[config.mk]
export PLATFORM = sky130hd
export DESIGN_NAME = muldiv_sequencer
export DESIGN_NICKNAME = d
export VERILOG_FILES = /design/src/rtl/muldiv_sequencer.sv
export SDC_FILE = /design/constraint.sdc
export NUM_CORES = 1
export LEC_CHECK = 0
export CAP_MARGIN = 20
export CORE_ASPECT_RATIO = 1.1
export CORE_MARGIN = 3
export CORE_UTILIZATION = 25
export CTS_BUF_LIST = sky130_fd_sc_hd__clkbuf_8 sky130_fd_sc_hd__clkbuf_16
export CTS_CLUSTER_DIAMETER = 120
export DETAILED_ROUTE_END_ITERATION = 8
export PLACE_DENSITY_LB_ADDON = 0.25
export SYNTH_ARGS = -nofsm -noshare
export SYNTH_HDL_FRONTEND = slang
export SYNTH_SLANG_ARGS = --single-unit
[constraint.sdc]
create_clock -name clk -period 14.5 [get_ports clk]
set_input_delay 1.45 -clock clk [delete_from_list [all_inputs] [get_ports clk]]
set_output_delay 1.45 -clock clk [all_outputs]
set_load 0.005 [all_outputs]
[src/rtl/muldiv_sequencer.sv]
// Iterative multiply/divide unit with HI/LO registers, one shared adder, WIDTH iterations.
// Optional MULDIV_EARLY_OUT_EN: trivial operands skip CALC and go straight to FIX.
module muldiv_sequencer #(
  parameter int WIDTH = 32
) (
  input  logic             clk,
  input  logic             reset,
  input  logic             iStart,
  input  logic [1:0]       iOp,
  input  logic [WIDTH-1:0] iOperandA,
  input  logic [WIDTH-1:0] iOperandB,
  input  logic             iFlush,
  input  logic             iWriteHi,
  input  logic             iWriteLo,
  input  logic [WIDTH-1:0] iWriteData,
  output logic             oBusy,
  output logic             oDone,
  output logic [WIDTH-1:0] oHi,
  output logic [WIDTH-1:0] oLo
);
  localparam int CW = (WIDTH > 2) ? $clog2(WIDTH) : 1;
  localparam logic [WIDTH-1:0]   ZERO_W = {WIDTH{1'b0}};
  localparam logic [WIDTH-1:0]   ONE_W  = {{(WIDTH-1){1'b0}}, 1'b1};
  localparam logic [2*WIDTH-1:0] ONE_2W = {{(2*WIDTH-1){1'b0}}, 1'b1};

  typedef enum logic [1:0] {S_IDLE = 2'd0, S_CALC = 2'd1, S_FIX = 2'd2} state_t;

  function automatic logic [WIDTH-1:0] neg_w(input logic [WIDTH-1:0] v);
    return ~v + ONE_W;
  endfunction

  function automatic logic [2*WIDTH-1:0] neg_2w(input logic [2*WIDTH-1:0] v);
    return ~v + ONE_2W;
  endfunction

  state_t           r_state;
  logic [1:0]       r_op;
  logic             r_sign_a, r_sign_b, r_b_zero, r_busy, r_done;
  logic [WIDTH-1:0] r_mag_a, r_mag_b, r_acc_hi, r_acc_lo, r_hi, r_lo;
  logic [CW-1:0]    r_cnt;

  logic             w_in_sa, w_in_sb, w_trivial;
  logic [WIDTH-1:0] w_abs_a, w_abs_b;
  logic [WIDTH:0]   w_shift;
  logic [WIDTH+1:0] w_add_y, w_add_x, w_sum;
  logic             w_add_c;
  logic [2*WIDTH-1:0] w_prod;
  logic [WIDTH-1:0] w_quot, w_rem;

  // Issue-side operand magnitudes and the early-out decision
  always_comb begin
    w_in_sa = ~iOp[0] & iOperandA[WIDTH-1];
    w_in_sb = ~iOp[0] & iOperandB[WIDTH-1];
    w_abs_a = w_in_sa ? neg_w(iOperandA) : iOperandA;
    w_abs_b = w_in_sb ? neg_w(iOperandB) : iOperandB;
`ifdef MULDIV_EARLY_OUT_EN
    if (iOp[1]) begin
      w_trivial = (iOperandB == ZERO_W) || (w_abs_a < w_abs_b);
    end else begin
      w_trivial = (w_abs_a == ZERO_W) || (w_abs_b == ZERO_W);
    end
`else
    w_trivial = 1'b0;
`endif
  end

  // Single adder: add multiplicand (mult) or trial-subtract divisor (div); bit WIDTH+1 is the borrow
  always_comb begin
    w_shift = {r_acc_hi, r_acc_lo[WIDTH-1]};
    if (r_op[1]) begin
      w_add_y = {1'b0, w_shift};
      w_add_x = ~{2'b00, r_mag_b};
      w_add_c = 1'b1;
    end else begin
      w_add_y = {2'b00, r_acc_hi};
      w_add_x = {2'b00, r_mag_a};
      w_add_c = 1'b0;
    end
    w_sum = w_add_y + w_add_x + {{(WIDTH+1){1'b0}}, w_add_c};
  end

  // Sign fixup applied on the FIX edge
  always_comb begin
    w_prod = {r_acc_hi, r_acc_lo};
    if (r_sign_a ^ r_sign_b) begin
      w_prod = neg_2w({r_acc_hi, r_acc_lo});
    end else begin
      w_prod = {r_acc_hi, r_acc_lo};
    end
    if (r_b_zero) begin
      w_quot = {WIDTH{1'b1}};
    end else if (r_sign_a ^ r_sign_b) begin
      w_quot = neg_w(r_acc_lo);
    end else begin
      w_quot = r_acc_lo;
    end
    w_rem = r_sign_a ? neg_w(r_acc_hi) : r_acc_hi;
  end

  // Sequencer FSM, datapath and HI/LO registers
  always_ff @(posedge clk) begin
    if (reset) begin
      r_state  <= S_IDLE;
      r_op     <= 2'b00;
      r_sign_a <= 1'b0;
      r_sign_b <= 1'b0;
      r_b_zero <= 1'b0;
      r_busy   <= 1'b0;
      r_done   <= 1'b0;
      r_mag_a  <= ZERO_W;
      r_mag_b  <= ZERO_W;
      r_acc_hi <= ZERO_W;
      r_acc_lo <= ZERO_W;
      r_hi     <= ZERO_W;
      r_lo     <= ZERO_W;
      r_cnt    <= {CW{1'b0}};
    end else begin
      r_done <= 1'b0;
      case (r_state)
        S_IDLE: begin
          if (iWriteHi) r_hi <= iWriteData;
          if (iWriteLo) r_lo <= iWriteData;
          if (iStart && !iFlush) begin
            r_op     <= iOp;
            r_sign_a <= w_in_sa;
            r_sign_b <= w_in_sb;
            r_b_zero <= (iOperandB == ZERO_W);
            r_mag_a  <= w_abs_a;
            r_mag_b  <= w_abs_b;
            // Early-out preload already holds the final magnitudes (remainder = |A|)
            r_acc_hi <= (w_trivial && iOp[1]) ? w_abs_a : ZERO_W;
            r_acc_lo <= w_trivial ? ZERO_W : (iOp[1] ? w_abs_a : w_abs_b);
            r_cnt    <= {CW{1'b0}};
            r_busy   <= 1'b1;
            r_state  <= w_trivial ? S_FIX : S_CALC;
          end
        end
        S_CALC: begin
          if (iFlush) begin
            r_state <= S_IDLE;
            r_busy  <= 1'b0;
          end else begin
            if (r_op[1]) begin
              if (!w_sum[WIDTH+1]) begin
                r_acc_hi <= w_sum[WIDTH-1:0];
                r_acc_lo <= {r_acc_lo[WIDTH-2:0], 1'b1};
              end else begin
                r_acc_hi <= w_shift[WIDTH-1:0];
                r_acc_lo <= {r_acc_lo[WIDTH-2:0], 1'b0};
              end
            end else if (r_acc_lo[0]) begin
              {r_acc_hi, r_acc_lo} <= {w_sum[WIDTH:0], r_acc_lo[WIDTH-1:1]};
            end else begin
              {r_acc_hi, r_acc_lo} <= {1'b0, r_acc_hi, r_acc_lo[WIDTH-1:1]};
            end
            r_cnt <= r_cnt + CW'(1);
            if (r_cnt == CW'(WIDTH-1)) r_state <= S_FIX;
          end
        end
        S_FIX: begin
          if (!iFlush) begin
            if (r_op[1]) begin
              r_lo <= w_quot;
              r_hi <= w_rem;
            end else begin
              r_hi <= w_prod[2*WIDTH-1:WIDTH];
              r_lo <= w_prod[WIDTH-1:0];
            end
            r_done <= 1'b1;
          end
          r_state <= S_IDLE;
          r_busy  <= 1'b0;
        end
        default: begin
          r_state <= S_IDLE;
          r_busy  <= 1'b0;
        end
      endcase
    end
  end

  assign oBusy = r_busy;
  assign oDone = r_done;
  assign oHi   = r_hi;
  assign oLo   = r_lo;
endmodule

* After elaboration in Yosys (flattened, before gate mapping)
Index checks and enable logic that the tools add are counted.
Word-level totals: bits in registers 206, bits of input ports 104, output and inout bits 66, word-level logic and storage cells 97
Cells by class: add/sub/neg operators 8, equality and inequality tests 10, muxes and demuxes 41, bitwise gates (word level) 11, reductions and logical operators 13
Operator list (count):
- $mux W32 | 21
- $pmux W32 S2 | 4
- $add A32 B1 Y32 const B | 4
- $not A32 Y32 | 4
- $add A64 B1 Y64 const B | 1
- $mux W64 | 1
- $not A64 Y64 | 1
- $add A34 B1 Y34 | 1
- $add A34 B34 Y34 | 1
- $mux W34 | 1
- $not A32 Y34 | 1
- $mux W33 | 1
- $logic_not A32 Y1 | 1
- $ne A2 B2 Y1 const B | 6
- $mux W5 | 2
- $pmux W5 S2 | 1
- $reduce_and A3 Y1 | 3
- $mux W2 | 3
- $reduce_and A2 Y1 | 3
- $add A5 B1 Y5 const B | 1
- $eq A5 B5 Y1 const B | 1
- $mux W1 | 5
- $pmux W2 S2 | 1
- $reduce_bool A2 Y1 | 2
- other kinds (11) | 13

* Logic depth before layout (Yosys ltp)
depth after elaboration 8, gate-level depth with buffers 18, gate-level depth less buffers 14

* Least setup slack after synthesis
No wires, ideal clock.
path kind register to register, from register r_op[1], to register r_acc_hi[27], setup time 0.117 ns, data arrival time 4.454 ns, data required time 14.383 ns, setup slack 9.930 ns, stages on the path, launching flop included 15, buffers on the path 3, period minus slack after synthesis 4.570 ns, cells stage by stage dfxtp_1 -> clkbuf_1 -> clkbuf_1 -> buf_1 -> mux2_2 -> ha_1 -> a21o_1 -> a211o_1 -> o221a_2 -> a311o_1 -> and3_1 -> o211a_1 -> or3_1 -> a311o_1 -> a22o_1
Between the ends: word-level cells in the longest chain between the ends 7, elaborated cells on any way between the ends 10, classes of those cells add/sub: 2; mux: 8
RTL lines:
- start, declared | line 37 | logic [1:0] r_op;
- start signal, assigned | line 124 | r_op <= iOp;
- $mux W33 or $mux W34 (tied branches) | line 70 | if (r_op[1]) begin
- $add A34 B34 Y34 | line 79 | w_sum = w_add_y + w_add_x + {{(WIDTH+1){1'b0}}, w_add_c};
- $add A34 B1 Y34 | line 79
- $mux W32, on equally long branches | line 151, 144
- $mux W32 (*) | line 143 | if (r_op[1]) begin
- $mux W32 (*) | line 139 | if (iFlush) begin
- $pmux W32 S2 (*) | line 119 | case (r_state)
- end signal, assigned | line 145 | r_acc_hi <= w_sum[WIDTH-1:0];
- end signal, assigned | line 152 | {r_acc_hi, r_acc_lo} <= {w_sum[WIDTH:0], r_acc_lo[WIDTH-1:1]};
- end signal, assigned | line 154 | {r_acc_hi, r_acc_lo} <= {1'b0, r_acc_hi, r_acc_lo[WIDTH-1:1]};
- end, declared | line 39 | logic [WIDTH-1:0] r_mag_a, r_mag_b, r_acc_hi, r_acc_lo, r_hi, r_lo;
Every way passes the cells marked *; elsewhere a longest branch is shown, timed or not. The select of a mux whose other input is x is not followed. A chain may end at the register's enable or synchronous reset.

* Final worst setup path
from register r_op[1], to register r_acc_hi[21]
Same word-level chain as after synthesis.

==> results_dict.tcl <==
set metrics [dict create \
    cts_resized 0 \
    slew_headroom_pct 33.25 \
    crit_arrival_ps 5470 \
    dieArea_sq_um 60500 \
    synth_area_sq_um 14400 \
    die_w_um 234.8 \
    core_region_area_sq_um 56470 \
    tightest_slew_ps 1001 \
    synth_nets 2011 \
    finClkSkew_ps 36.26 \
    grt_pass1_vias 13610 \
    place_congestion 0.8673 \
    port_buffers 169 \
    hold_buffers 0 \
    status "finished clean" \
    ys.flop_type "dfxtp_1" \
    dp_slack_ps 9542 \
    cts_buffer_depth 3 \
    rows 91 \
    cts_tree "done" \
    worstPathCellList "buf_4 -> mux2i_1 -> fa_1 -> nand2b_1 -> a21oi_1 -> o21ai_0 -> o21ai_0 -> buf_4 -> a31oi_1 -> o31ai_4 -> buf_4 -> mux2i_1 -> nand2_1 -> a32o_1" \
    crit_path_end_kind "flip-flop" \
    path_clk_slew_ps 60 \
    initial_core_util_pct 25.49 \
    syn2layout_area_growth_pct 22.58 \
    worstPathMaxFanout 59 \
    slowest_delay_ps 700 \
    pin_count 170 \
    ys_types 74 \
    syn_inst 1868 \
    regToRegSetupSlack_ps 9460 \
    drive_gt1_share_pct 7.252 \
    ys.warnings.count 0 \
    clock_sinks 205 \
    cts_inserted_buffers 26 \
    hp-class "reg -> reg" \
    clock.fmax_mhz 198.4 \
    hold_depth 2 \
    antenna_found_initial 0 \
    setup-violations-final 0 \
    wl_per_cell_um 20.99 \
    remaining_drc_errors 0 \
    rsz0062_at_grt "false" \
    clockRootBuffer "clkbuf_16" \
    dpl.cell_count 2654 \
    p_clk_share_pct 41.0 \
    worst-r2r-cell-count 14 \
    drt_iter0_markers 879 \
    track_usage_pct 17.80 \
    antenna_cells 0 \
    power_switching_uw 513.3 \
    crit_slowest_cell "dfxtp_4" \
    path_class "reg -> reg" \
    yosysSeqAreaShare_pct 28.51 \
    cts_htree_levels 1 \
    power_density_nw_per_um2 94.66 \
    finalNetCount 2083 \
    p_int_mw 1.157 \
    crit_top_cell "buf_4" \
    synth.ff_latch_count 205 \
    ir_drop_mv 0.07608 \
    swShare_pct 30.73 \
    synth_edf_count 0 \
    fin_ws_ps 9459 \
    startpoint_type "flip-flop" \
    grt_pass1_wl_mm 85.23 \
    ys_async_sr_fraction_pct 0 \
    fin_crit_ps 5041 \
    tns_ps 0 \
    grt_max_degree 102 \
    dr_total_vias 14330 \
    finalHoldViolCount 0 \
    drtPass1Iterations 5 \
    ant_nets 0 \
    die_y_um 257.7 \
    viasPerCell 5.305 \
    avgSynthCellArea_sq_um 7.706 \
    finalNonFillerCells 2702 \
    post_cts_buffers 0 \
    report.power.total_mw 1.670 \
    p_comb_share_pct 21.1 \
    drv_cap 0 \
    clkLatencyLatePin_ps 560 \
    p_leak_nw 6.344 \
    cp.required_ps 14930 \
    overflow 0 \
    pwr-share-seq_pct 37.9 \
    dp_hpwl_mm 44.17 \
    slew_viol_final 0 \
    finalCritPeriodShare_pct 34.76 \
    routed_wl_mm 56.72 \
]
==> through the flow <==
stage               instance area (sq um)  hold slack, ps  util [%]
floorplan                           14400           432.1         -
global placement                    16670           437.9     29.52
detailed placement                  16680           446.1     29.54
CTS                                 17590           454.2     31.15
global route                        17650           474.6     31.25
finish                              17650           454.9     31.25
==> area by class of cell <==
| class | count | area, sq um |
|---|---|---|
| clock buffer | 33 | 747.0 |
| clock inverter | 13 | 158.9 |
| fill | 6095 | 38830 |
| inverter | 29 | 108.9 |
| multi-input combinational | 1476 | 9612 |
| timing repair buffer | 202 | 1981 |
| tap | 744 | 930.9 |
| sequential | 205 | 4108 |
==> cell usage in the layout, fill, tap and decap left out, types with 23 or more instances in the layout <==
| cell | n |
|---|---|
| a211oi_1 | 82 |
| a21oi_1 | 162 |
| buf_4 | 31 |
| clkbuf_16 | 26 |
| clkdlybuf4s50_1 | 168 |
| dfxtp_1 | 204 |
| ha_1 | 37 |
| inv_1 | 30 |
| mux2_2 | 30 |
| mux2i_1 | 85 |
| nand2_1 | 196 |
| nor2_1 | 179 |
| nor3_1 | 39 |
| o21ai_0 | 150 |
| o221ai_1 | 36 |
| o31ai_1 | 23 |
| xnor2_1 | 87 |
| xor2_1 | 58 |
==> sequential cells by signal, summed over array words and instances (netlist names) <==
name	cells
r_op	1
r_mag_b	32
r_sign_b	1
oBusy	1
oHi	32
r_state	2
oLo	32
r_acc_lo	32
r_sign_a	1
r_cnt	5
r_acc_hi	32
oDone	1
r_b_zero	1
r_mag_a	32
==> cell usage after synthesis (15+ instances only) <==
master	count	share of area, %
o31ai_1	24	1.3
o221ai_1	36	2.2
a21oi_1	163	5.7
buf_1	16	0.42
nor3_1	40	1.4
clkbuf_1	138	3.6
nand3_1	16	0.56
a21o_1	21	1.1
mux2_2	30	2.3
a211oi_1	82	4.3
a31oi_1	17	0.74
nor2_1	180	4.7
o21ai_0	151	5.2
a22o_1	15	0.91
dfxtp_1	205	29
nor4_1	16	0.70
xnor2_1	87	5.3
nand2_1	196	5.1
xor2_1	58	3.5
mux2i_1	85	5.9
inv_1	28	0.73
ha_1	37	3.2
nand2b_1	20	0.87
==> power by group through the flow <==
stage,Sequential [mW],Combinational (mW),Clock [mW]
after global placement,0.645,0.348,0
after global routing,0.637,0.383,0.717
after floorplan,0.627,0.209,0
after CTS,0.634,0.351,0.697
after detailed placement,0.646,0.350,0
final,0.634,0.352,0.685
==> critical path, delay by kind of cell (launching register included) <==
family,cells,cell delay [ps]
flip-flops,1,700
AO/OA/AOI/OAI,6,1650
buffers and inverters,3,1330
adder cells (fa/ha/maj),1,470
AND/OR/NAND/NOR,2,250
multiplexers,2,480
==> final timing paths <==
| check | to | from |
|---|---|---|
| max | r_acc_hi[21]$_SDFFE_PP0P_ | r_op[1]$_SDFFE_PP0P_ |
| min | oLo[1]$_SDFFE_PP0P_ | oLo[1]$_SDFFE_PP0P_ |
| max reg2reg | r_acc_hi[21]$_SDFFE_PP0P_ | r_op[1]$_SDFFE_PP0P_ |
| min reg2reg | oLo[1]$_SDFFE_PP0P_ | oLo[1]$_SDFFE_PP0P_ |
==> cells by family after synthesis <==
| group | Yosys count | synth area share [%] |
|---|---|---|
| AOI/OAI and AO/OA | 627 | 28.38 |
| and+or+nand+nor | 550 | 17.57 |
| DFF | 205 | 28.51 |
| buffers and inverters | 187 | 4.972 |
| xor gates and xnor gates | 145 | 8.822 |
| muxes | 115 | 8.257 |
| adders and majority gates | 39 | 3.494 |
==> metal layers <==
layer / part of all wire (%) / GRT usage (%) / wire length (um)
met4: 4.1 / 6.888 / 2302
met1: 43 / 22.13 / 24130
met3: 3.6 / 1.762 / 2050
met2: 50 / 31.64 / 28230
met5: 0 / 0 / 0
(Power assumes the default switching activity.)
